[src/rtl/ddr3_rw_arbiter.sv]
// ddr3_rw_arbiter: round-robin write/read burst sequencer for the MIG DDR3 app_* interface.
// Optional per-direction beat counters are enabled with DDR3_ARB_STATS_EN.
module ddr3_rw_arbiter #(
   parameter int ADDR_WIDTH = 28,
   parameter int DATA_WIDTH = 128,
   parameter int ADDR_STEP  = 8,
   parameter int LEN_WIDTH  = 8
) (
   input  logic                    ui_clk,
   input  logic                    ui_clk_sync_rst,
   input  logic                    init_calib_complete,
   input  logic                    wr_req,
   input  logic [ADDR_WIDTH-1:0]   wr_addr,
   input  logic [LEN_WIDTH-1:0]    wr_len,
   input  logic [DATA_WIDTH-1:0]   wr_data,
   output logic                    wr_data_rd,
   output logic                    wr_done,
   input  logic                    rd_req,
   input  logic [ADDR_WIDTH-1:0]   rd_addr,
   input  logic [LEN_WIDTH-1:0]    rd_len,
   output logic [DATA_WIDTH-1:0]   rd_data,
   output logic                    rd_data_vld,
   output logic                    rd_done,
   output logic                    busy,
   output logic [ADDR_WIDTH-1:0]   app_addr,
   output logic [2:0]              app_cmd,
   output logic                    app_en,
   input  logic                    app_rdy,
   output logic [DATA_WIDTH-1:0]   app_wdf_data,
   output logic                    app_wdf_wren,
   output logic                    app_wdf_end,
   input  logic                    app_wdf_rdy,
   output logic [DATA_WIDTH/8-1:0] app_wdf_mask,
   input  logic [DATA_WIDTH-1:0]   app_rd_data,
   input  logic                    app_rd_data_valid
`ifdef DDR3_ARB_STATS_EN
   ,
   output logic [31:0]             wr_beat_cnt,
   output logic [31:0]             rd_beat_cnt
`endif
);
   localparam logic [1:0] IDLE = 2'd0, WR_BURST = 2'd1, RD_CMD = 2'd2, RD_WAIT = 2'd3;
   localparam logic [LEN_WIDTH-1:0] ONE = {{(LEN_WIDTH-1){1'b0}}, 1'b1};
   logic [1:0]            state;
   logic                  last_rd;
   logic [ADDR_WIDTH-1:0] base;
   logic [LEN_WIDTH-1:0]  len, issued, returned, ret_nxt, req_len;
   logic                  accept, grant_ok, pick_wr, pick_rd, last_cmd, ret_all, cmd_state;
   always_comb begin
      accept       = app_rdy & app_wdf_rdy;
      grant_ok     = init_calib_complete & ~wr_done & ~rd_done;
      // last_rd set means the read side was served last, so a write wins a tie
      pick_wr      = grant_ok & wr_req & (~rd_req | last_rd);
      pick_rd      = grant_ok & rd_req & ~pick_wr;
      req_len      = pick_wr ? wr_len : rd_len;
      cmd_state    = state == WR_BURST || state == RD_CMD;
      rd_data_vld  = app_rd_data_valid & (state == RD_CMD || state == RD_WAIT);
      ret_nxt      = returned + {{(LEN_WIDTH-1){1'b0}}, rd_data_vld};
      last_cmd     = issued == len - ONE;
      ret_all      = ret_nxt == len;
      app_wdf_wren = state == WR_BURST & accept;
      app_wdf_end  = app_wdf_wren;
      wr_data_rd   = app_wdf_wren;
      app_en       = state == WR_BURST ? accept : state == RD_CMD & app_rdy;
      app_cmd      = {2'b00, state == RD_CMD};
      app_addr     = cmd_state ? base + ADDR_WIDTH'(issued) * ADDR_WIDTH'(ADDR_STEP) : '0;
      app_wdf_data = wr_data;
      app_wdf_mask = '0;
      rd_data      = app_rd_data;
      busy         = state != IDLE;
   end
   always_ff @(posedge ui_clk) begin
      if (ui_clk_sync_rst) begin
         state    <= IDLE;
         last_rd  <= 1'b1;
         base     <= '0;
         len      <= '0;
         issued   <= '0;
         returned <= '0;
         wr_done  <= 1'b0;
         rd_done  <= 1'b0;
      end else begin
         wr_done  <= 1'b0;
         rd_done  <= 1'b0;
         returned <= ret_nxt;
         case (state)
            IDLE: if (pick_wr | pick_rd) begin
               base     <= pick_wr ? wr_addr : rd_addr;
               len      <= req_len;
               issued   <= '0;
               returned <= '0;
               last_rd  <= pick_rd;
               if (req_len == '0) begin
                  wr_done <= pick_wr;
                  rd_done <= pick_rd;
               end else
                  state <= pick_wr ? WR_BURST : RD_CMD;
            end
            WR_BURST: if (accept) begin
               issued <= issued + ONE;
               if (last_cmd) begin
                  state   <= IDLE;
                  wr_done <= 1'b1;
               end
            end
            RD_CMD: if (app_rdy) begin
               issued <= issued + ONE;
               if (last_cmd) begin
                  state   <= ret_all ? IDLE : RD_WAIT;
                  rd_done <= ret_all;
               end
            end
            default: if (ret_all) begin
               state   <= IDLE;
               rd_done <= 1'b1;
            end
         endcase
      end
   end
`ifdef DDR3_ARB_STATS_EN
   always_ff @(posedge ui_clk) begin
      if (ui_clk_sync_rst) begin
         wr_beat_cnt <= '0;
         rd_beat_cnt <= '0;
      end else begin
         wr_beat_cnt <= wr_beat_cnt + {31'b0, wr_data_rd};
         rd_beat_cnt <= rd_beat_cnt + {31'b0, rd_data_vld};
      end
   end
`endif
endmodule

[config.mk]
export PLATFORM = sky130hd
export DESIGN_NAME = ddr3_rw_arbiter
export DESIGN_NICKNAME = d
export VERILOG_FILES = /design/src/rtl/ddr3_rw_arbiter.sv
export SDC_FILE = /design/constraint.sdc
export NUM_CORES = 1
export LEC_CHECK = 0
export BUFFER_PORTS_ARGS = -buffer_cell sky130_fd_sc_hd__clkbuf_2
export CORE_AREA = 2 2 250 252
export CTS_CLUSTER_SIZE = 14
export DETAILED_ROUTE_END_ITERATION = 10
export DIE_AREA = 0 0 252 254
export PLACE_DENSITY = 0.35
export SYNTH_ARGS = -nofsm -noshare
export SYNTH_HDL_FRONTEND = slang
export SYNTH_SLANG_ARGS = --single-unit
[constraint.sdc]
create_clock -name ui_clk -period 2.8 [get_ports ui_clk]
set_clock_uncertainty 0.05 [all_clocks]
set_input_delay 0.14 -clock ui_clk [delete_from_list [all_inputs] [get_ports ui_clk]]
set_output_delay 0.14 -clock ui_clk [all_outputs]
set_load 0.03 [all_outputs]
==> report_table.html <==
<table>
<tr><th>Metric</th><th>Value</th></tr>
<tr><th colspan="2">Pwr</th></tr>
<tr><td>Leakage Power</td><td>2.64 nW</td></tr>
<tr><td>PnR Total Power</td><td>4.46 mW</td></tr>
<tr><td>Maximum ir drop on the vdd rail</td><td>0.283 mV</td></tr>
<tr><td>Pwr dens</td><td>636 nW/um^2</td></tr>
<tr><th colspan="2">Floorplanning</th></tr>
<tr><td>Core region area</td><td>61300 sq um</td></tr>
<tr><td>Die height</td><td>254 um</td></tr>
<tr><td>Row cnt</td><td>91</td></tr>
<tr><td>Starting Density</td><td>9.70%</td></tr>
<tr><td># IOs</td><td>647</td></tr>
<tr><td>Die area</td><td>64000 sq um</td></tr>
<tr><td>Horizontal extent of the die</td><td>252 um</td></tr>
<tr><th colspan="2">Synthesis</th></tr>
<tr><td>Sequential area share after synthesis</td><td>19.2%</td></tr>
<tr><td>Most used flip-flop cell after synthesis</td><td>dfxtp_1</td></tr>
<tr><td>Adder and majority cell fraction of the synthesized area</td><td>3.71%</td></tr>
<tr><td>Number of library cell types mapped by synthesis</td><td>60</td></tr>
<tr><td>Count of yosys warnings during synthesis</td><td>0</td></tr>
<tr><td>Area share of the leading cell type in the synthesized netlist</td><td>35.1%</td></tr>
<tr><td>EDFF count, synth</td><td>0</td></tr>
<tr><td>Synth async-reset ratio</td><td>0%</td></tr>
<tr><td>Synth Cell Area</td><td>5940 sq um</td></tr>
<tr><td>Cell taking the most area after synthesis</td><td>buf_4</td></tr>
<tr><td>Dominant combinational cell family by area after synthesis</td><td>buffers and inverters</td></tr>
<tr><td>Top post-synthesis cells by area</td><td>buf_4, dfxtp_1, nand2_1</td></tr>
<tr><td>Xor/xnor cell area share of the yosys netlist</td><td>6.19%</td></tr>
<tr><td>Avg Cell Area, Syn</td><td>7.62 sq um</td></tr>
<tr><td>Synth Area in Compound Gates</td><td>12.9%</td></tr>
<tr><td>Proportion of synthesized area in mux cells</td><td>1.68%</td></tr>
<tr><td>Number of cells produced by synthesis</td><td>780</td></tr>
<tr><td>Total of flip-flops plus latches after synthesis</td><td>57</td></tr>
<tr><td>Simple-gate area share of the yosys netlist</td><td>18.3%</td></tr>
<tr><th colspan="2">Worst setup path</th></tr>
<tr><td>List of cells traversed by the critical path</td><td>ha_4 -&gt; inv_2 -&gt; fa_2 -&gt; nor2b_4 -&gt; o21ai_2 -&gt; a21boi_2 -&gt; o21ai_4 -&gt; a2111o_1 -&gt; or3_4 -&gt; a21oi_4 -&gt; buf_8</td></tr>
<tr><td>Crit end category</td><td>output pin</td></tr>
<tr><td>Type of the setup path with the least slack</td><td>register to output pin</td></tr>
<tr><td>Arrival time at the worst endpoint</td><td>2.97 ns</td></tr>
<tr><td>Worst Path Buf+Inv</td><td>2</td></tr>
<tr><td>Worst path required time</td><td>2.61 ns</td></tr>
<tr><td>Kind of start point of the critical path</td><td>register</td></tr>
<tr><td>Slowest cell on crit path</td><td>a2111o_1</td></tr>
<tr><td>Highest net fanout along the worst path</td><td>5</td></tr>
<tr><td>Peak per-stage delay on the critical path</td><td>0.50 ns</td></tr>
<tr><td>Slack of the worst reg-to-reg path</td><td>0.18 ns</td></tr>
<tr><td>CP delay by family, top</td><td>compound AO/OA/AOI/OAI gates</td></tr>
<tr><th colspan="2">Place</th></tr>
<tr><td>Count of buffers from port buffering</td><td>116</td></tr>
<tr><td>GPL Wtd Cong</td><td>0.734</td></tr>
<tr><td>HPWL after detailed placement</td><td>19600 um</td></tr>
<tr><td>Pre-CTS setup slack</td><td>-0.156 ns</td></tr>
<tr><td>Placed cell areas</td><td>5740 sq um</td></tr>
<tr><th colspan="2">STA</th></tr>
<tr><td>Final cycle utilization of the critical path</td><td>113%</td></tr>
<tr><td>Hold Fails Final Rpt</td><td>0</td></tr>
<tr><td>RSZ-0062 raised after global routing</td><td>true</td></tr>
<tr><td>Slew @ Worst Pin</td><td>0.927 ns</td></tr>
<tr><td>Final-report setup violation count</td><td>8</td></tr>
<tr><td>Worst path setup slack after routing</td><td>-0.355 ns</td></tr>
<tr><td>Post-route minimum period</td><td>3.16 ns</td></tr>
<tr><td>Relative slew margins</td><td>38.2%</td></tr>
<tr><td>Max Clk Rate</td><td>317 MHz</td></tr>
<tr><td>Setup TNS</td><td>-1.68 ns</td></tr>
<tr><td>Final Max Tran Viols</td><td>0</td></tr>
<tr><th colspan="2">Global route</th></tr>
<tr><td>Global-route layer with the greatest usage</td><td>met2</td></tr>
<tr><td>Total Routing Usage GR</td><td>7.58%</td></tr>
<tr><td>Global routing met1 resource utilization</td><td>9.08%</td></tr>
<tr><td>Met3 GRT Util</td><td>5.01%</td></tr>
<tr><td>Antenna violations before repair</td><td>7</td></tr>
<tr><td>Remaining global-route overflow</td><td>0</td></tr>
<tr><td>First-pass GRT wire length</td><td>34000 um</td></tr>
<tr><td>Vias in the first global route</td><td>4767</td></tr>
<tr><td>Global-route track usage on met2</td><td>9.67%</td></tr>
<tr><td>Largest net degree at the start of global routing</td><td>43</td></tr>
<tr><th colspan="2">Final layout</th></tr>
<tr><td>Total of fill cells in the finished design</td><td>7104</td></tr>
<tr><td>Most used cells in the layout excluding fill and tap cells</td><td>clkbuf_2, nand2_1, nor2_1</td></tr>
<tr><td># nets final</td><td>1071</td></tr>
<tr><td>Leading cell type in the layout, fill and taps excluded</td><td>clkbuf_2</td></tr>
<tr><td>Area overhead of the layout relative to synthesis</td><td>17.9%</td></tr>
<tr><td>Final std cell area, no fill</td><td>7010 sq um</td></tr>
<tr><td>Fraction of final layout cells with drive strength greater than 1</td><td>32.6%</td></tr>
<tr><th colspan="2">Status</th></tr>
<tr><td>Outcome</td><td>finished, violations left</td></tr>
<tr><td>Violations in the final reports</td><td>setup timing</td></tr>
<tr><th colspan="2">CTS</th></tr>
<tr><td>Clock-pin slew reported for the worst setup and hold paths after clock tree synthesis</td><td>0.07 ns</td></tr>
<tr><td>Count of H-tree levels built during CTS</td><td>3</td></tr>
<tr><td>Clock tree root buffer cell</td><td>clkbuf_16</td></tr>
<tr><td>TritonCTS Buffers</td><td>9</td></tr>
<tr><td>Clock tree from TritonCTS</td><td>built</td></tr>
<tr><td>Clock latency on the worst-skew pair</td><td>0.36 ns</td></tr>
<tr><td>Clock sink total</td><td>57</td></tr>
<tr><td>Number of buffers between clock root and the deepest sink</td><td>2</td></tr>
<tr><th colspan="2">Detailed routing</th></tr>
<tr><td>Number of DRC markers in iteration 0</td><td>282</td></tr>
<tr><td>Pre-Repair DR Iteration Count</td><td>4</td></tr>
<tr><td>Antenna viol nets, final</td><td>0</td></tr>
<tr><td>Overall routed net length</td><td>24900 um</td></tr>
<tr><td>Vias per inst</td><td>3.22</td></tr>
<tr><td>Total via count after detailed routing</td><td>4871</td></tr>
<tr><td>DRC violation count after routing</td><td>0</td></tr>
<tr><td>Wirelength per Cell</td><td>16.4 um</td></tr>
<tr><th colspan="2">Hold path</th></tr>
<tr><td>Worst min-delay path class</td><td>input pin to register</td></tr>
<tr><th colspan="2">Flow run</th></tr>
<tr><td>Maxcap violations</td><td>0</td></tr>
</table>
==> metrics by stage <==
stage | std cells | hold slack (ns) | utilization [%]
after global placement | 1434 | 0.230 | 9.37
after global routing | 1513 | 0.0256 | 11.4
after detailed placement | 1434 | 0.230 | 9.37
after CTS | 1510 | 0.00108 | 11.2
after floorplan | 797 | 0.237 | -
final | 1514 | 0.0231 | 11.4
==> worst paths after layout <==
kind,startpoint,to,cells after the start
hold / removal,wr_addr[26],base[26],3
setup / recovery,base[3],app_addr[23],11
setup reg to reg,state[0],state[0],14
hold reg to reg,base[2],base[2],2
==> cells in the mapped netlist (5+ instances only) <==
master,n
dfxtp_1,57
ha_1,16
and3_1,5
nor2_1,72
or3_1,7
buf_4,278
clkbuf_1,25
nand2_1,74
a211oi_1,10
nor3_1,14
xor2_1,17
a311oi_1,29
a21oi_1,17
nand4_1,6
o21ai_0,16
nand3_1,11
nor2b_1,5
inv_1,16
xnor2_1,25
mux2i_1,10
==> timing repair <==
| action | 4_1_cts | 5_1_grt |
|---|---|---|
| endpoints found under the setup margin | 21 | 22 |
| cloned | 2 | 0 |
| hold buffers | 54 | 0 |
| setup buffers | 4 | 4 |
| hold endpoints to repair | 28 | 0 |
| resized for setup | 56 | 35 |
| pin swaps | 19 | 18 |
==> layer usage <==
| layer | share of wire, % | routed length [um] | up-vias |
|---|---|---|---|
| met1 | 41 | 10100 | 2178 |
| met5 | 0.64 | 160 | - |
| met4 | 4.4 | 1100 | 16 |
| met2 | 39 | 9750 | 349 |
| li1 | - | - | 2201 |
| met3 | 15 | 3740 | 127 |
==> area by class of cell <==
class                   count  area, sq um  share of cell area, %
diodes                      1         2.50                 0.0357
clock buffers              10          239                   3.41
clock inverters             6         66.3                  0.947
inverters                  16         60.1                  0.857
multi-input cells         420         2900                   41.3
flip-flops and latches     57         1150                   16.4
well taps                 790          988                   14.1
repair buffers            214         1610                   22.9
==> cells by family (layout without fill, tap and decap cells) <==
kind of cell | after synthesis | after routing
other | 1 | 19
AOI/OAI and AO/OA | 105 | 106
DFF | 57 | 57
xor gates and xnor gates | 42 | 42
adders and majority gates | 17 | 17
buffers and inverters | 321 | 246
muxes | 10 | 10
and+or+nand+nor | 227 | 227
==> power breakdown <==
group          internal (mW)  switching (mW)  total, mW  leakage, nW
clock network          0.715           0.490       1.21        0.141
logic                  0.878            1.20       2.08         2.03
registers              0.969           0.203       1.17        0.470
total                   2.56            1.90       4.46         2.64
==> tightest hold or removal path, cell delays in order <==
cell and delay (ns):
clkbuf_2 0.08, nand2_1 0.08, a311oi_1 0.09
==> sequential cells by signal, summed over array words and instances (netlist names) <==
register  count
base         28
returned      8
len           8
state         2
wr_done       1
last_rd       1
rd_done       1
issued        8
No activity file was read; power rests on OpenSTA's default activity.
